--- src/rtl/logic_ramp_driver.sv ---
// rtl/logic_ramp_driver.sv - slew-limited DAC code driver with transport delay and thl/thh receiver view
// Optional reversal counter/pulse outputs enabled by defining LOGIC_RAMP_GLITCH_EN.
module logic_ramp_driver #(
    parameter int W         = 8,
    parameter int DELAY     = 4,
    parameter int RISE_STEP = 32,
    parameter int FALL_STEP = 32,
    parameter int THH       = 230,
    parameter int THL       = 25
) (
    input  logic         clk,
    input  logic         rst,
    input  logic         en,
    input  logic         d,
    output logic [W-1:0] v,
    output logic         q,
    output logic         x,
    output logic         busy
`ifdef LOGIC_RAMP_GLITCH_EN
    ,
    output logic         glitch,
    output logic [7:0]   glitch_cnt
`endif
);

    typedef enum logic [1:0] {IDLE_LO, RISING, IDLE_HI, FALLING} state_t;

    localparam logic [W:0]   VMAX_X = {1'b0, {W{1'b1}}};
    localparam logic [W:0]   RSTEP  = (W+1)'(RISE_STEP);
    localparam logic [W:0]   FSTEP  = (W+1)'(FALL_STEP);
    localparam logic [W-1:0] THH_C  = W'(THH);
    localparam logic [W-1:0] THL_C  = W'(THL);

    state_t         state;
    state_t         nstate;
    logic [DELAY:0] dline;
    logic           dly;
    logic [W:0]     up;
    logic [W-1:0]   up_sat;
    logic [W-1:0]   dn_sat;
    logic [W-1:0]   nv;
    logic           nq;
    logic           nx;
    logic           rev;

    // Stage 0 captures d on the sampling edge, so dly shows it after edge DELAY.
    always_ff @(posedge clk or posedge rst) begin
        if (rst) begin
            dline <= '0;
        end else begin
            dline <= {dline[DELAY-1:0], d};
        end
    end

    assign dly    = dline[DELAY];
    assign up     = {1'b0, v} + RSTEP;
    assign up_sat = (up > VMAX_X) ? {W{1'b1}} : up[W-1:0];
    assign dn_sat = ({1'b0, v} <= FSTEP) ? '0 : (v - FSTEP[W-1:0]);

    always_comb begin
        nv     = v;
        nstate = state;
        rev    = 1'b0;
        case (state)
            IDLE_LO: begin
                if (dly) begin
                    nv     = up_sat;
                    nstate = (up_sat == {W{1'b1}}) ? IDLE_HI : RISING;
                end
            end
            RISING: begin
                if (dly) begin
                    nv     = up_sat;
                    nstate = (up_sat == {W{1'b1}}) ? IDLE_HI : RISING;
                end else begin
                    nv     = dn_sat;
                    nstate = (dn_sat == '0) ? IDLE_LO : FALLING;
                    rev    = 1'b1;
                end
            end
            IDLE_HI: begin
                if (!dly) begin
                    nv     = dn_sat;
                    nstate = (dn_sat == '0) ? IDLE_LO : FALLING;
                end
            end
            FALLING: begin
                if (!dly) begin
                    nv     = dn_sat;
                    nstate = (dn_sat == '0) ? IDLE_LO : FALLING;
                end else begin
                    nv     = up_sat;
                    nstate = (up_sat == {W{1'b1}}) ? IDLE_HI : RISING;
                    rev    = 1'b1;
                end
            end
            default: begin
                nv     = '0;
                nstate = IDLE_LO;
            end
        endcase
    end

    // Receiver view uses next-v so q/x line up with the v they describe.
    always_comb begin
        nq = q;
        if (nv >= THH_C) begin
            nq = 1'b1;
        end else if (nv <= THL_C) begin
            nq = 1'b0;
        end
        nx = (nv > THL_C) && (nv < THH_C);
    end

    always_ff @(posedge clk or posedge rst) begin
        if (rst) begin
            state <= IDLE_LO;
            v     <= '0;
            q     <= 1'b0;
            x     <= 1'b0;
            busy  <= 1'b0;
        end else if (en) begin
            state <= nstate;
            v     <= nv;
            q     <= nq;
            x     <= nx;
            busy  <= (nstate == RISING) || (nstate == FALLING);
        end
    end

`ifdef LOGIC_RAMP_GLITCH_EN
    always_ff @(posedge clk or posedge rst) begin
        if (rst) begin
            glitch     <= 1'b0;
            glitch_cnt <= '0;
        end else begin
            glitch <= en && rev;
            if (en && rev && (glitch_cnt != 8'hFF)) begin
                glitch_cnt <= glitch_cnt + 8'd1;
            end
        end
    end
`endif

endmodule
--- config.mk ---
export PLATFORM = sky130hd
export DESIGN_NAME = logic_ramp_driver
export DESIGN_NICKNAME = d
export VERILOG_FILES = /design/src/rtl/logic_ramp_driver.sv
export SDC_FILE = /design/constraint.sdc
export NUM_CORES = 1
export LEC_CHECK = 0
export BUFFER_PORTS_ARGS = -buffer_cell sky130_fd_sc_hd__buf_2
export CAP_MARGIN = 20
export CORE_AREA = 2 2 50 52
export DETAILED_ROUTE_END_ITERATION = 8
export DIE_AREA = 0 0 52 54
export PLACE_DENSITY = 0.7
export SLEW_MARGIN = 20
export SYNTH_ARGS = -nofsm -noshare
export SYNTH_HDL_FRONTEND = slang
export SYNTH_SLANG_ARGS = --single-unit
--- constraint.sdc ---
create_clock -name clk -period 2.3 [get_ports clk]
set_clock_uncertainty 0.05 [all_clocks]
set_input_delay 0.23 -clock clk [delete_from_list [all_inputs] [get_ports clk]]
set_output_delay 0.23 -clock clk [all_outputs]
set_load 0.05 [all_outputs]
Word-level counts from Yosys, hierarchy flattened
Cells that the tools add are included.
- register bits after elaboration: 18
- input bits: 4
- output and inout port bits: 11
- word-level logic and storage cells: 41
- add/sub/neg operators: 2
- $lt $le $gt $ge: 6
- eq/ne operators: 6
- mux-type cells: 14
- reductions and logical operators: 7
- operator list (cell ; number):
    $mux W8 ; 5
    $pmux W8 S3 ; 1
    $mux W2 ; 5
    $add A8 B6 Y9 const B ; 1
    $gt A9 B8 Y1 const B ; 1
    $eq A8 B8 Y1 const B ; 1
    $ge A8 B8 Y1 const B ; 1
    $gt A8 B5 Y1 const B ; 1
    $le A8 B5 Y1 const B ; 1
    $le A8 B6 Y1 const B ; 1
    $logic_not A8 Y1 ; 1
    $lt A8 B8 Y1 const B ; 1
    $sub A8 B6 Y8 const B ; 1
    $eq A2 B2 Y1 const B ; 3
    $pmux W2 S3 ; 1
    $eq A2 B1 Y1 const B ; 2
    $logic_not A2 Y1 ; 1
    $mux W1 ; 2
    $reduce_and A2 Y1 ; 1
    $reduce_bool A2 Y1 ; 1
    $reduce_or A2 Y1 ; 1
    $logic_and A1 B1 Y1 ; 1
    $logic_or A1 B1 Y1 ; 1

Depth between registers and ports, before layout
- depth after elaboration: 9
- depth in mapped cells: 9
- gate-level depth less buffers: 8

Worst setup path before layout
OpenSTA, ideal clock, no wires.
- kind: reg-to-reg
- from: register v[5]
- to: register x
- setup time: 0.121 ns
- data arrival time: 2.336 ns
- data required time: 2.129 ns
- slack: -0.206 ns
- cell stages (with the launch flop): 9
- buffers on the path: 1
- path through: dfrtp_1 > buf_2 > inv_1 > ha_1 > nor2b_1 > o21ai_1 > a21oi_1 > or4bb_1 > o211a_1
- word-level cells in the longest chain between the ends: 7
- elaborated cells between the ends (all ways): 13
- classes of those cells: add/sub: 2; order compare: 4; mux: 6; reduce/logical: 1
- ends and longest elaborated chain (item ; line ; text):
    start: declaration ; 15 ; output logic [W-1:0] v,
    start signal: assignment ; 124 ; v <= nv;
    $add A8 B6 Y9 ; 56 ; assign up = {1'b0, v} + RSTEP;
    $gt A9 B8 Y1 ; 57 ; assign up_sat = (up > VMAX_X) ? {W{1'b1}} : up[W-1:0];
    $mux W8 ; 57 ;
    $mux W8, on equally long branches ; 72, 88, 66 ;
    $pmux W8 S3 (*) ; 64 ; case (state)
    $gt A8 B5 Y1 or $lt A8 B8 Y1 (tied branches) ; 112 ; nx = (nv > THL_C) && (nv < THH_C);
    $logic_and A1 B1 Y1 (*) ; 112 ;
    end signal: assignment ; 126 ; x <= nx;
    end: declaration ; 17 ; output logic x,
Every way passes the cells marked *; elsewhere a longest branch is shown, timed or not.
A chain may end at the register's enable or synchronous reset.

Worst setup path in the final report
- from: register v[2]
- to: register x
Same word-level chain as after synthesis.

==> out/metrics.yaml <==
critical_path:
  critical_path.top_delay_family: "compound AO/OA/AOI/OAI gates"
  r2r.worst_path.cells: 7
  crit_path_start_kind: "register"
  critical_register_to_register_path_endpoint: "x"
  critical_path.max_fanout: 4
  critical_path.slowest_cell: "sky130_fd_sc_hd__dfrtp_1"
  cp_slowest_stage_delay_ns: 0.41
  rr_startpoint: "v[2]"
  reg2reg_slack_ns: 0.07
  worst-endpoint-required_ns: 2.44
  timing.critical_path.cells: "or2_4 > o41ai_4 > buf_4 > nand2_2 > o211a_4 > or4_1 > o211a_1"
  worst_ep_arrival_time_ns: 2.37
  critical_path_sink_type: "register"
  type_of_the_worst_setup_path: "register to register"
  crit_buf_inv: 1
timing:
  max_freq_mhz: 449
  final_hold_viol_count: 0
  fin_crit_sh_pct: 96.9
  final_max_slew_viol_count: 0
  finalWorstPathRequiredPeriod_ns: 2.23
  worst_slew_pin_slew_ns: 0.707
  maxSlewHeadroom_pct: 52.8
  setup-violations-final: 0
  whs_ns: 0.266
synthesis:
  netlist_top_cells_count: "sky130_fd_sc_hd__dfrtp_1 (18), sky130_fd_sc_hd__nand2_1 (10), sky130_fd_sc_hd__a21oi_1 (7)"
  dominantRegCellSynth: "sky130_fd_sc_hd__dfrtp_1"
  post_synth_inst_count: 112
  synth-seq-area-share_pct: 42.3
  synth.area.top_cells: "sky130_fd_sc_hd__dfrtp_1 (42%), sky130_fd_sc_hd__ha_1 (3.5%), sky130_fd_sc_hd__nand2_1 (3.5%)"
  postSynthRegisterBits: 18
  post-synth-top-count-cell: "sky130_fd_sc_hd__dfrtp_1"
  synth.distinct_cells: 42
  avgSynthCellArea_um2: 9.52
  synth.cell_area_um2: 1070
  synth_edf_count: 0
  synth.largest_area_cell: "sky130_fd_sc_hd__dfrtp_1"
  yosys_synthesis_warning_count: 0
  syn_nets: 119
  yosysTopAreaCellShare_pct: 42.3
  ys_async_sr_fraction_pct: 100
min_path:
  worstHoldPathCells: 2
  hold_path_startpoint: "en"
  hold_end: "state[0]"
  worstHoldPathType: "input pin to register"
placed_design:
  place_congestion: 0.931
  placement.io_buffers: 14
  dp_wirelength_um: 1750
  placed_cells_incl_taps: 155
  placed_cell_area_um2: 1190
final_layout:
  multiInputGateArea_um2: 571
  flow.area_growth_from_synthesis_pct: 23.4
  net_count_of_the_finished_layout: 147
  postLayoutCoreUtil_pct: 56.7
  layout.cells.non_filler: 169
  layout_fillers: 197
  post_route_cells_drive_above_1_share_pct: 32.4
  total_inserted_antenna_cells: 0
  seqCellArea_um2: 453
  post_route_design_area_um2: 1320
drt:
  via_count: 962
  detailed_route_vias_per_instance: 5.69
  detailedRoute.firstIterationViolations: 31
  drt-pass1-iter-count: 4
  routed_wire_length_per_instance_um: 15.1
  routed_wl_um: 2550
  post-route-drc-count: 0
  detail-route-antenna-nets: 0
cts:
  clock_tree.buffer_depth: 2
  cts_tree: "built"
  clkLatencyLatePin_ns: 0.29
  cts.sinks: 18
  ctsRootBufferMaster: "sky130_fd_sc_hd__clkbuf_4"
  cts.htree.levels: 1
  tritoncts.num_buffers: 3
  clock_pin_slew_of_the_registers_on_the_worst_case_setup_and_hold_paths_ns: 0.10
global_routing:
  grtUsageTotal_pct: 18.4
  grt_pass1_wl_um: 3880
  number_of_antenna_violations_at_the_first_check_in_global_routing: 0
  largest_net_degree_at_the_start_of_global_routing: 19
  grt_pass1_vias: 884
  grt_overflow: 0
pwr:
  power.density_nw_per_um2: 1600
  leakage_nw: 0.631
  irDropWorstVdd_uv: 818
floorplan:
  die_h_um: 54
  number_of_core_rows: 18
  floorplan.initialDensity_pct: 46.0
  design.die.area_um2: 2810
  die_width_um: 52
  core_area_um2: 2320
  floorplan.io_pins: 15
run_status:
  status: "finished, final reports clean"
job:
  max-cap-violations: 0
## metal layers
layer  GRT usage [%]  share of wire, %  vias to the layer above
met1            24.4                43                      448
met3            1.67               4.5                       10
met4            6.14               2.8                        0
met2            31.6                49                       35
met5               0                 0                        -
li1                -                 -                      469
## logic make-up after synthesis
kind of cell             share of synthesized area [%]
AO/OA/AOI/OAI                                     26.5
adder cells (fa/ha/maj)                           3.52
AND/OR/NAND/NOR                                   18.9
flip-flops                                        42.3
multiplexers                                      1.06
buffers and inverters                             5.28
XOR/XNOR                                          2.47
## flip-flops by register name, summed over array words and instances (netlist names)
signal	cells
x	1
dline	5
busy	1
q	1
v	8
state	2
## stage by stage
| stage | setup WS [ns] | power (mW) | setup TNS [ns] |
|---|---|---|---|
| 2_1_floorplan | 0.00174 | 1.46 | 0 |
| 3_3_place_gp | 0.171 | 1.72 | 0 |
| 3_5_place_dp | 0.141 | 1.74 | 0 |
| 4_1_cts | 0.113 | 1.94 | 0 |
| 5_1_grt | -0.0202 | 2.23 | -0.0202 |
| 6_report | 0.0706 | 2.11 | 0 |
## worst max-delay path by stage
stage | from | endpoint | depth (start not counted) | slack, ns
5_1_grt | v[2] | x | 7 | -0.02
6_report | v[2] | x | 7 | 0.07
3_3_place_gp | v[5] | x | 7 | 0.17
3_5_place_dp | v[5] | x | 6 | 0.14
2_1_floorplan | v[5] | x | 8 | 0.002
4_1_cts | v[5] | x | 6 | 0.11
## power breakdown
group / total [mW] / switching (mW) / internal (mW) / leakage [nW]
Combinational: 1.34 / 0.803 / 0.539 / 0.392
Sequential: 0.574 / 0.154 / 0.420 / 0.219
Clock: 0.194 / 0.0973 / 0.0964 / 0.0210
Total: 2.11 / 1.05 / 1.06 / 0.631
## cell type report
type / count / share of cell area, %
clock buffer: 4 / 2.76
inverter: 6 / 1.71
multi-input combinational: 81 / 43.4
sequential: 18 / 34.4
tap: 30 / 2.85
timing repair buffer: 30 / 14.8
## placed cells by master (no fill, tap or decap), types with 2 or more instances in the layout
master,netlist,routed
sky130_fd_sc_hd__nand3_1,5,5
sky130_fd_sc_hd__clkbuf_4,0,3
sky130_fd_sc_hd__nand2_1,10,10
sky130_fd_sc_hd__o21a_1,3,3
sky130_fd_sc_hd__inv_1,6,6
sky130_fd_sc_hd__nor2_1,6,6
sky130_fd_sc_hd__dlygate4sd3_1,0,2
sky130_fd_sc_hd__a21o_1,2,2
sky130_fd_sc_hd__or4_1,2,2
sky130_fd_sc_hd__ha_1,3,3
sky130_fd_sc_hd__a21oi_1,7,7
sky130_fd_sc_hd__buf_2,6,14
sky130_fd_sc_hd__xor2_1,2,2
sky130_fd_sc_hd__nand4_1,2,2
sky130_fd_sc_hd__buf_4,0,14
sky130_fd_sc_hd__dfrtp_2,0,2
sky130_fd_sc_hd__dfrtp_1,18,16
sky130_fd_sc_hd__nor2b_1,3,3
sky130_fd_sc_hd__o21ai_0,6,6
sky130_fd_sc_hd__nor3_1,3,3
sky130_fd_sc_hd__o22ai_1,2,2
## what timing repair did
action,CTS,global route
gates resized for setup,0,2
buffers inserted,0,8
endpoints found under the hold margin,19,0
hold buffers,2,0
endpoints found under the setup margin,0,1
Note: power is estimated with default switching activity, not from simulation.
